<file path="src/rtl/reset_sequencer_if.sv">
// Handshake bundle for reset_sequencer: control inputs, per-channel acks and
// the sequenced active-low reset outputs with status flags.
interface reset_sequencer_if #(
    parameter int N_CH = 4
) ();
    logic            en;
    logic            sw_rst_req;
    logic [N_CH-1:0] ch_ack;
    logic [N_CH-1:0] rst_n_out;
    logic            seq_busy;
    logic            seq_done;
    logic            ack_timeout_err;

    modport master (
        output en, sw_rst_req, ch_ack,
        input  rst_n_out, seq_busy, seq_done, ack_timeout_err
    );

    modport slave (
        input  en, sw_rst_req, ch_ack,
        output rst_n_out, seq_busy, seq_done, ack_timeout_err
    );
endinterface

</file>
<file path="src/rtl/reset_sequencer.sv">
// Holds N_CH active-low resets low for HOLD_CYC en-ticks, then releases them in index
// order with a stagger. Optional per-channel ack wait with timeout under RSTSEQ_ACK_EN.
module reset_sequencer #(
    parameter int N_CH        = 4,
    parameter int HOLD_CYC    = 16,
    parameter int STAGGER_CYC = 4,
    parameter int ACK_TIMEOUT = 255
) (
    input  logic              clk,
    input  logic              rst,
    reset_sequencer_if.slave  bus
);
    localparam int MAX_HS  = (HOLD_CYC > STAGGER_CYC) ? HOLD_CYC : STAGGER_CYC;
    localparam int MAX_CYC = (MAX_HS > ACK_TIMEOUT) ? MAX_HS : ACK_TIMEOUT;
    localparam int CNT_W   = $clog2(MAX_CYC + 1);
    localparam int IDX_W   = (N_CH > 1) ? $clog2(N_CH) : 1;

    typedef enum logic [2:0] {
        HOLD     = 3'd0,
        RELEASE  = 3'd1,
        STAGGER  = 3'd2,
        WAIT_ACK = 3'd3,
        DONE     = 3'd4
    } state_t;

    state_t           state, state_nx;
    logic [CNT_W-1:0] cnt, cnt_nx;
    logic [IDX_W-1:0] ch_idx, ch_idx_nx;
    logic [N_CH-1:0]  rst_n_q, rst_n_nx;
    logic             busy_q, busy_nx;
    logic             done_q, done_nx;
    logic             err_q, err_nx;
    logic             last_ch;

    assign last_ch = (ch_idx == IDX_W'(N_CH - 1));

    always_ff @(posedge clk) begin
        if (rst) begin
            state   <= HOLD;
            cnt     <= '0;
            ch_idx  <= '0;
            rst_n_q <= '0;
            busy_q  <= 1'b1;
            done_q  <= 1'b0;
            err_q   <= 1'b0;
        end else begin
            state   <= state_nx;
            cnt     <= cnt_nx;
            ch_idx  <= ch_idx_nx;
            rst_n_q <= rst_n_nx;
            busy_q  <= busy_nx;
            done_q  <= done_nx;
            err_q   <= err_nx;
        end
    end

    always_comb begin
        state_nx  = state;
        cnt_nx    = cnt;
        ch_idx_nx = ch_idx;
        rst_n_nx  = rst_n_q;
        busy_nx   = busy_q;
        done_nx   = done_q;
        err_nx    = err_q;
        // A software request behaves exactly like rst but goes through the normal register path
        if (bus.sw_rst_req) begin
            state_nx  = HOLD;
            cnt_nx    = '0;
            ch_idx_nx = '0;
            rst_n_nx  = '0;
            busy_nx   = 1'b1;
            done_nx   = 1'b0;
            err_nx    = 1'b0;
        end else if (bus.en) begin
            case (state)
                HOLD: begin
                    if (cnt == CNT_W'(HOLD_CYC - 1)) begin
                        state_nx = RELEASE;
                        cnt_nx   = '0;
                    end else begin
                        cnt_nx = cnt + CNT_W'(1);
                    end
                end
                RELEASE: begin
                    rst_n_nx[ch_idx] = 1'b1;
`ifdef RSTSEQ_ACK_EN
                    state_nx = WAIT_ACK;
                    cnt_nx   = '0;
`else
                    if (last_ch) begin
                        state_nx = DONE;
                        busy_nx  = 1'b0;
                        done_nx  = 1'b1;
                    end else begin
                        state_nx = STAGGER;
                        cnt_nx   = '0;
                    end
`endif
                end
                STAGGER: begin
                    if (cnt == CNT_W'(STAGGER_CYC - 1)) begin
                        state_nx  = RELEASE;
                        cnt_nx    = '0;
                        ch_idx_nx = ch_idx + IDX_W'(1);
                    end else begin
                        cnt_nx = cnt + CNT_W'(1);
                    end
                end
`ifdef RSTSEQ_ACK_EN
                WAIT_ACK: begin
                    // A timeout is flagged but otherwise treated as if the ack had arrived
                    if (bus.ch_ack[ch_idx] || (cnt == CNT_W'(ACK_TIMEOUT - 1))) begin
                        if (!bus.ch_ack[ch_idx]) begin
                            err_nx = 1'b1;
                        end
                        cnt_nx = '0;
                        if (last_ch) begin
                            state_nx = DONE;
                            busy_nx  = 1'b0;
                            done_nx  = 1'b1;
                        end else begin
                            state_nx = STAGGER;
                        end
                    end else begin
                        cnt_nx = cnt + CNT_W'(1);
                    end
                end
`endif
                DONE: begin
                    state_nx = DONE;
                end
                default: begin
                    state_nx = HOLD;
                    cnt_nx   = '0;
                    ch_idx_nx = '0;
                end
            endcase
        end
    end

`ifndef RSTSEQ_ACK_EN
    logic unused_ack;
    assign unused_ack = ^bus.ch_ack;
`endif

    assign bus.rst_n_out       = rst_n_q;
    assign bus.seq_busy        = busy_q;
    assign bus.seq_done        = done_q;
    assign bus.ack_timeout_err = err_q;
endmodule
</file>
<file path="src/flat_wrapper.sv">
// flat-port wrapper written by rule: the top's interface ports become plain ports
module reset_sequencer_flat 
#(
    parameter int N_CH        = 4,
    parameter int HOLD_CYC    = 16,
    parameter int STAGGER_CYC = 4,
    parameter int ACK_TIMEOUT = 255
)
  (clk, rst, bus_en, bus_sw_rst_req, bus_ch_ack, bus_rst_n_out, bus_seq_busy, bus_seq_done, bus_ack_timeout_err);
  reset_sequencer_if #(.N_CH(N_CH)) bus_i ();
  input  logic clk;
  input  logic rst;
  input wire logic [$bits(bus_i.en)-1:0] bus_en;
  input wire logic [$bits(bus_i.sw_rst_req)-1:0] bus_sw_rst_req;
  input wire logic [$bits(bus_i.ch_ack)-1:0] bus_ch_ack;
  output wire logic [$bits(bus_i.rst_n_out)-1:0] bus_rst_n_out;
  output wire logic [$bits(bus_i.seq_busy)-1:0] bus_seq_busy;
  output wire logic [$bits(bus_i.seq_done)-1:0] bus_seq_done;
  output wire logic [$bits(bus_i.ack_timeout_err)-1:0] bus_ack_timeout_err;
  assign bus_i.en = bus_en;
  assign bus_i.sw_rst_req = bus_sw_rst_req;
  assign bus_i.ch_ack = bus_ch_ack;
  assign bus_rst_n_out = bus_i.rst_n_out;
  assign bus_seq_busy = bus_i.seq_busy;
  assign bus_seq_done = bus_i.seq_done;
  assign bus_ack_timeout_err = bus_i.ack_timeout_err;
  reset_sequencer #(.N_CH(N_CH), .HOLD_CYC(HOLD_CYC), .STAGGER_CYC(STAGGER_CYC), .ACK_TIMEOUT(ACK_TIMEOUT)) u_core (.clk(clk), .rst(rst), .bus(bus_i));
endmodule
</file>
<file path="config.mk">
export PLATFORM = sky130hd
export DESIGN_NAME = reset_sequencer_flat
export DESIGN_NICKNAME = d
export VERILOG_FILES = /design/src/rtl/reset_sequencer_if.sv /design/src/rtl/reset_sequencer.sv /design/src/flat_wrapper.sv
export SDC_FILE = /design/constraint.sdc
export NUM_CORES = 1
export LEC_CHECK = 0
export ABC_AREA = 1
export BUFFER_PORTS_ARGS = -buffer_cell sky130_fd_sc_hd__buf_2
export CAP_MARGIN = 40
export CORE_MARGIN = 5
export CORE_UTILIZATION = 45
export DETAILED_ROUTE_END_ITERATION = 8
export PLACE_DENSITY = 0.71
export SLEW_MARGIN = 40
export SYNTH_ARGS = -nofsm -noshare
export SYNTH_HDL_FRONTEND = slang
export SYNTH_SLANG_ARGS = --single-unit
</file>
<file path="constraint.sdc">
create_clock -name clk -period 3.9 [get_ports clk]
set_input_delay 0.78 -clock clk [delete_from_list [all_inputs] [get_ports clk]]
set_output_delay 0.78 -clock clk [all_outputs]
set_load 0.01 [all_outputs]
</file>
After elaboration in Yosys (flattened, before gate mapping) --
Cells that the tools add are included.
Cells by class: $add $sub $neg 2, $lt $le $gt $ge 2, eq/ne operators 9, multiplexer cells 12, bitwise operators 3, reductions and logical operators 9
Operators by type and width (count):
- 8-bit one-hot mux with 4 select lines | 1
- 8-bit two-way mux | 3
- 3-bit one-hot mux with 4 select lines | 1
- 3-bit AND reduction | 4
- 3-bit two-way mux | 3
- 8-bit by 1-bit adder with 8-bit output, second input constant | 1
- 8-bit by 2-bit equality test with 1-bit output, second input constant | 1
- 8-bit by 4-bit equality test with 1-bit output, second input constant | 1
- 2-bit by 1-bit != test with 1-bit output, second input constant | 2
- 4-bit bitwise OR | 1
- 2-bit one-hot mux with 2 select lines | 1
- 3-bit by 1-bit equality test with 1-bit output, second input constant | 1
- 3-bit by 2-bit equality test with 1-bit output, second input constant | 1
- 3-bit equality test, second input constant | 1
- 3-bit logical NOT | 1
- 2-bit by 3-bit < comparator with 1-bit output, second input constant | 1
- 3-bit OR reduction | 1
- 2-bit by 1-bit adder with 2-bit output, second input constant | 1
- 1-bit demux with 2-bit select | 1
- 2-bit equality test, second input constant | 1
- 2-bit by 1-bit >= comparator with 1-bit output, second input constant | 1
- 2-bit two-way mux | 1
- 2-bit != test, second input constant | 1
- 1-bit inverter | 2
- other kinds (4) | 4
Storage, ports and cells: register bits 19, word-level logic and storage cells 43

Logic depth before layout (Yosys ltp) --
Gate-level depths: netlist of run 1.
depth in word-level cells 5, depth in mapped cells 9, gate-level depth less buffers 8

Worst setup path before layout of run 1 --
Ideal clock, no wire load.
kind input to register, from input port bus_en, to register u_core.ch_idx[0], arrival 1362 ps, data required time 3785 ps, path slack 2423 ps, cell stages on the path 5, path buffers 0, path through inv_1 -> a211oi_1 -> nand3_1 -> nand2_1 -> nor2_1
Between the ends: longest elaborated chain between the ends 1
RTL lines:
- start: declaration | line flat_wrapper.sv:13 | input wire logic [$bits(bus_i.en)-1:0] bus_en;
- 3-bit AND reduction (no line)
- end signal: assignment | line reset_sequencer.sv:49 | ch_idx <= ch_idx_nx;
- end: declaration | line reset_sequencer.sv:28 | logic [IDX_W-1:0] ch_idx, ch_idx_nx;
No other way between the ends. A chain may end at the register's enable or synchronous reset.

Final worst setup path of run 1 --
from input port bus_en, to register u_core.state[2]
Between the ends: longest elaborated chain between the ends 1
RTL lines:
- 3-bit AND reduction (no line)
- end signal: assignment | line reset_sequencer.sv:47 | state <= state_nx;
- end: declaration | line reset_sequencer.sv:26 | state_t state, state_nx;
No other way between the ends.

==> metrics, run 1 <==
final setup fails 0; clock share of power 31.9%; antenna-violating nets left 0; number of synthesized flops with an enable pin 0; critical path type input port to flip-flop; Mapped Cells 160; endpoint type of the worst setup path flip-flop; Place WS 1.85 ns; Ys Warns 0; Final Hold Viols 0; Die Ht 58.5 um; combinational fraction of design power 4.7%; Via density 4.87; leakage power 0.493 nW; drt first pass iters 4; worst min-delay path class flip-flop to flip-flop; worst relative slew slack 66.0%; clk_lat worst skew 0.29 ns; post-synthesis mux area share 0%; post-synthesis adder-cell area fraction 5.90%; global-route wire length before repair 3910 um; Compound-Gate Fraction of Synth Area 12.8%; Initial Util 47.5%; Mapped Area 1060 um2; RSZ-0062 raised after global routing false; PD cells 269 nW/um2; final RePlAce weighted congestion 0.859; Setup WS post-layout 2.18 ns; H-tree levels 1; Clock Skew 0.00489 ns; Detailed Route Iter0 Violations 28; IO Port Bufs 9; Max Buffers Root-to-Sink 2; number of diodes 0; die width 58.5 um; Max-Cap Viols 0; fin area 1150 um2; prevailing post-synth register cell dfxtp_1; Top Layer Used met4; CTS root buf clkbuf_4; flops & latches, synth 19; Yosys cell types 22; core area 2230 um2; io pins 15; dpl hpwl 1610 um; setup slack, reg-to-reg 2.20 ns; Layout Area Growth over Synthesis 8.15%; data arrival time of the worst path 1.91 ns; critical path data required time 4.09 ns; Post-Synth XOR/XNOR Area 0%; clock-pin slew on the worst setup and hold paths 0.11 ns; largest net degree at the start of global routing 13; Switch Pwr 70.9 uW; status completed; Final Hold Slack 0.452 ns; Crit Path Max Fanout 12; asr flop ratio synth 0%; final core occ 51.3%; cts hold-fix bufs 0; post-synthesis simple-gate area fraction 34.0%; share of cells above drive strength 1 13.5%; Num CTS Buffers 3; syn nets 173; number of global-route vias before repair 957; metal2 WL 1030 um; fmax 582 MHz; GRT Total Usage 14.2%; DRC Markers 0; Setup TNS 0 ns; Worst Tran Pin Value 0.509 ns; post_cts resized 0; Final min period 1.72 ns; worst vdd ir 200 uV; met3 WL 82 um; crit start category input port; Rows 17; total grt overflow 0; sequential area share after synthesis 35.9%; Sw Share 23.0%; final wirelength 2060 um; clk sinks 19; antenna violations before repair 0; DP Area 1120 um2; Flop pwr share 63.4%; die area 3430 um2; routed length on met1 927 um; largest family of logic cells by synthesized area simple AND/OR/NAND/NOR gates; routed length per instance 10.4 um; CTS tree built; Int Pwr 237 uW; final period utilization 44.0%; fin nets 184; synthesized area per cell 6.62 um2; Pins Over Slew Limit 0; Via Count 964; post-CTS setup buffer count 0
==> final cells by class <==
type                    count  area, um2
fillers                   255       1090
well taps                  28       35.0
multi-input cells         113        564
flip-flops and latches     19        380
clock inverters             1       5.00
inverters                  25       93.8
clock buffers               3       22.5
repair buffers              9       45.0
==> flip-flops by register name, indices dropped and copies added, names as in the netlist <==
register / cells
u_core.cnt: 8
u_core.bus.rst_n_out: 4
u_core.state: 3
u_core.ch_idx: 2
u_core.bus.seq_busy: 1
u_core.bus.seq_done: 1
==> final timing paths <==
check                                    startpoint  cells after the start             endpoint
worst max-delay path                         bus_en                      6      u_core.state[2]
worst min-delay path            u_core.bus.seq_busy                      2  u_core.bus.seq_busy
worst max register to register      u_core.state[1]                      7      u_core.state[2]
worst min register to register  u_core.bus.seq_busy                      2  u_core.bus.seq_busy
==> metal layers <==
| metal | GRT usage [%] | up-vias |
|---|---|---|
| li1 | - | 512 |
| met1 | 16.4 | 434 |
| met2 | 24.9 | 14 |
| met3 | 3.29 | 4 |
| met4 | 6.29 | 0 |
| met5 | 0 | - |
==> placed cells by master (no fill, tap or decap), drive strengths merged, types with 2 or more instances in the layout <==
cell and count:
nand3 11, inv 25, o21a 2, a21oi 12, ha 5, nand2 44
o21ai 6, nor2 28, clkbuf 3, buf 9, dfxtp 19, nand4 2
==> critical path: stages <==
cell     delay [ns]
buf_2          0.13
nand2_1        0.08
a21oi_2        0.40
inv_1          0.24
o21ai_2        0.23
nor2_1         0.06
==> stage by stage <==
stage	total power [mW]	std cells
after global placement	0.214	194
after floorplan	0.212	160
final	0.308	198
after CTS	0.312	198
after detailed placement	0.214	194
after global routing	0.327	198
==> Yosys cell counts, types with 2 or more instances <==
cell type	instances	area, um2
o21ai_0	3	15.0
ha_1	5	62.6
nand2_1	42	158
dfxtp_1	19	380
nand2_2	2	12.5
nand3_1	10	50.1
o21ai_2	2	17.5
inv_1	25	93.8
o21a_1	2	15.0
nand4_1	2	12.5
nor2_1	27	101
a21oi_1	11	55.1
==> power by group through the flow <==
stage | sequential (mW) | combinational (mW) | clock (mW)
after global placement | 0.200 | 0.0141 | 0
after global routing | 0.196 | 0.0166 | 0.115
after floorplan | 0.200 | 0.0120 | 0
after CTS | 0.195 | 0.0142 | 0.102
after detailed placement | 0.200 | 0.0142 | 0
final | 0.195 | 0.0144 | 0.0983
==> kinds of logic after synthesis <==
| group | count (synthesis) |
|---|---|
| buffers and inverters | 28 |
| AOI/OAI and AO/OA | 21 |
| other | 1 |
| DFF | 19 |
| and+or+nand+nor | 86 |
| adders and majority gates | 5 |
Power figures use the tool's default switching activity.
==> run 2, diff against run 1 <==
PLACE_DENSITY = 0.74   (was 0.71)
clock period = 1.45 ns   (was 3.9 ns; I/O delays follow)
==> run 2 against run 1 <==
- worst setup slack got worse by 2.1 ns
- register-to-register slack got worse by 2.1 ns
- sequential cell count unchanged
- final cell count increased by 3.0%
- non-clock buffer count increased by 6
- clock skew decreased by 0.0027 ns
- via count increased by 4.4%
- clock power increased to 2.7 times the previous value
- combinational power increased to 3.3 times the previous value
- first-iteration DRC count increased by 3.6%
==> metrics, run 2 (synthesis results as in run 1) <==
CTS root buf clkbuf_4; routed length per instance 10.5 um (+0.44%); max incr delay on CP 0.35 ns (-0.05 ns); final core occ 54.3% (+3.0 points); slowest CP cell dfxtp_1; CP delay by family, top simple AND/OR/NAND/NOR gates; Rows 17 (unchanged); total power 837 uW (+170%); Most flops, register u_core.cnt; Initial Util 47.5% (unchanged); PD cells 691 nW/um2 (+160%); leakage power 0.519 nW (+5.3%); CP bufs+invs 2 (unchanged); dpl hpwl 1630 um (+1.0%); Via density 4.93 (+1.3%); final RePlAce weighted congestion 0.883 (+2.7%); setup slack, reg-to-reg 0.11 ns (-2.09 ns); antenna violations before repair 0 (unchanged); Detailed Route Iter0 Violations 29 (+3.6%); clk_lat worst skew 0.29 ns (about the same); max FFs per register 8 (unchanged); final setup fails 0 (unchanged); crit start category flip-flop; clk sinks 19 (unchanged); Max-Cap Viols 0 (unchanged); GRT Total Usage 13.7% (-0.54 points); io pins 15 (unchanged); H-tree levels 1 (unchanged); commonest cells after routing, fill and taps aside 42 x nand2_1, 27 x nor2_1, 25 x inv_1, 17 x dfxtp_1, 11 x a21oi_1; antenna-violating nets left 0 (unchanged); Clock Skew 0.00219 ns (-0.00270 ns); die area 3430 um2 (unchanged); drt first pass iters 4 (unchanged); critical path data required time 1.65 ns (-2.44 ns); share of cells above drive strength 1 18.2% (+4.7 points); number of diodes 0 (unchanged); most common cell after layout, fill and taps aside nand2_1; Layout Area Growth over Synthesis 14.4%; Final Hold Viols 0 (unchanged); final wirelength 2140 um (+3.5%); fmax 746 MHz; final period utilization 92.4%; status completed; register area 383 um2 (+0.66%); core area 2230 um2 (unchanged); Fill cells 220 (-14%); endpoint type of the worst setup path flip-flop; total grt overflow 0 (unchanged); Num CTS Buffers 3 (unchanged); DRC Markers 0 (unchanged); Crit Path Max Fanout 6 (-6); worst min-delay path class input port to flip-flop; global-route wire length before repair 3710 um (-4.9%); crit-path cells inv_1 > nand2_2 > nor2_2 > o21ai_4 > buf_4 > a21oi_1 > nor2_1; Multi-input gate area 584 um2 (+3.5%); post-CTS setup buffer count 0 (unchanged); worst vdd ir 603 uV (+200%); Die Ht 58.5 um (unchanged); clock-pin slew on the worst setup and hold paths 0.10 ns (about the same); CTS tree built; Final min period 1.34 ns; Pins Over Slew Limit 0 (unchanged); IO Port Bufs 9 (unchanged); critical path type flip-flop to flip-flop; Via Count 1006 (+4.4%); largest net degree at the start of global routing 12 (-1); fin nets 190 (+3.3%); number of global-route vias before repair 958 (+0.10%); die width 58.5 um (unchanged); Max Buffers Root-to-Sink 2 (unchanged); data arrival time of the worst path 1.54 ns (-0.37 ns)
-- run 2: cell type report --
type	instances	share of cell area (%)
Sequential cell	19	31.6
Timing Repair Buffer	15	7.43
Inverter	25	7.74
Multi-Input combinational cell	113	48.2
Tap cell	28	2.89
Clock buffer	4	2.17
-- run 2: worst reg2reg max path, delay by kind of cell (launching register included) --
family / cells / cell delay, ns
compound gates: 2 / 0.24
buf+inv: 2 / 0.29
flops: 1 / 0.35
simple gates: 3 / 0.37
-- run 2: path summary, 6_finish.rpt --
check                                 end               startpoint  cells after the start
setup / recovery         u_core.ch_idx[0]          u_core.state[2]                      7
hold / removal              u_core.cnt[0]           bus_sw_rst_req                      4
setup reg to reg         u_core.ch_idx[0]          u_core.state[2]                      7
hold reg to reg   u_core.bus.rst_n_out[0]  u_core.bus.rst_n_out[0]                      2
-- run 2: routing by layer --
layer  track usage, %  wire length [um]  vias to the layer above
met2             24.2              1050                       22
li1                 -                 -                      526
met3             2.85                90                        6
met1             15.7               960                      452
met5                0                 0                        -
met4             5.96                38                        0
-- run 2: power breakdown --
part	switching [mW]	total (mW)	internal (mW)
logic	0.0301	0.0478	0.0177
registers	0.00203	0.526	0.524
clock network	0.157	0.264	0.107
-- run 2: what timing repair did --
| item | CTS | global route |
|---|---|---|
| hold buffers | 0 | 0 |
| endpoints found under the setup margin | 0 | 8 |
| resized for setup | 0 | 6 |
| endpoints found under the hold margin | 0 | 0 |
-- run 2: through the flow --
stage                     setup TNS (ns)  cell area (um2)  hold slack [ns]  setup WS, ns  instances
after floorplan                        0             1060            0.462         0.111        160
after global placement                 0             1160            0.430        0.0571        200
after detailed placement               0             1160            0.445        0.0475        200
after CTS                              0             1190            0.318        0.0155        204
after global routing            -0.00291             1210            0.316      -0.00291        204
final                                  0             1210            0.324         0.110        204
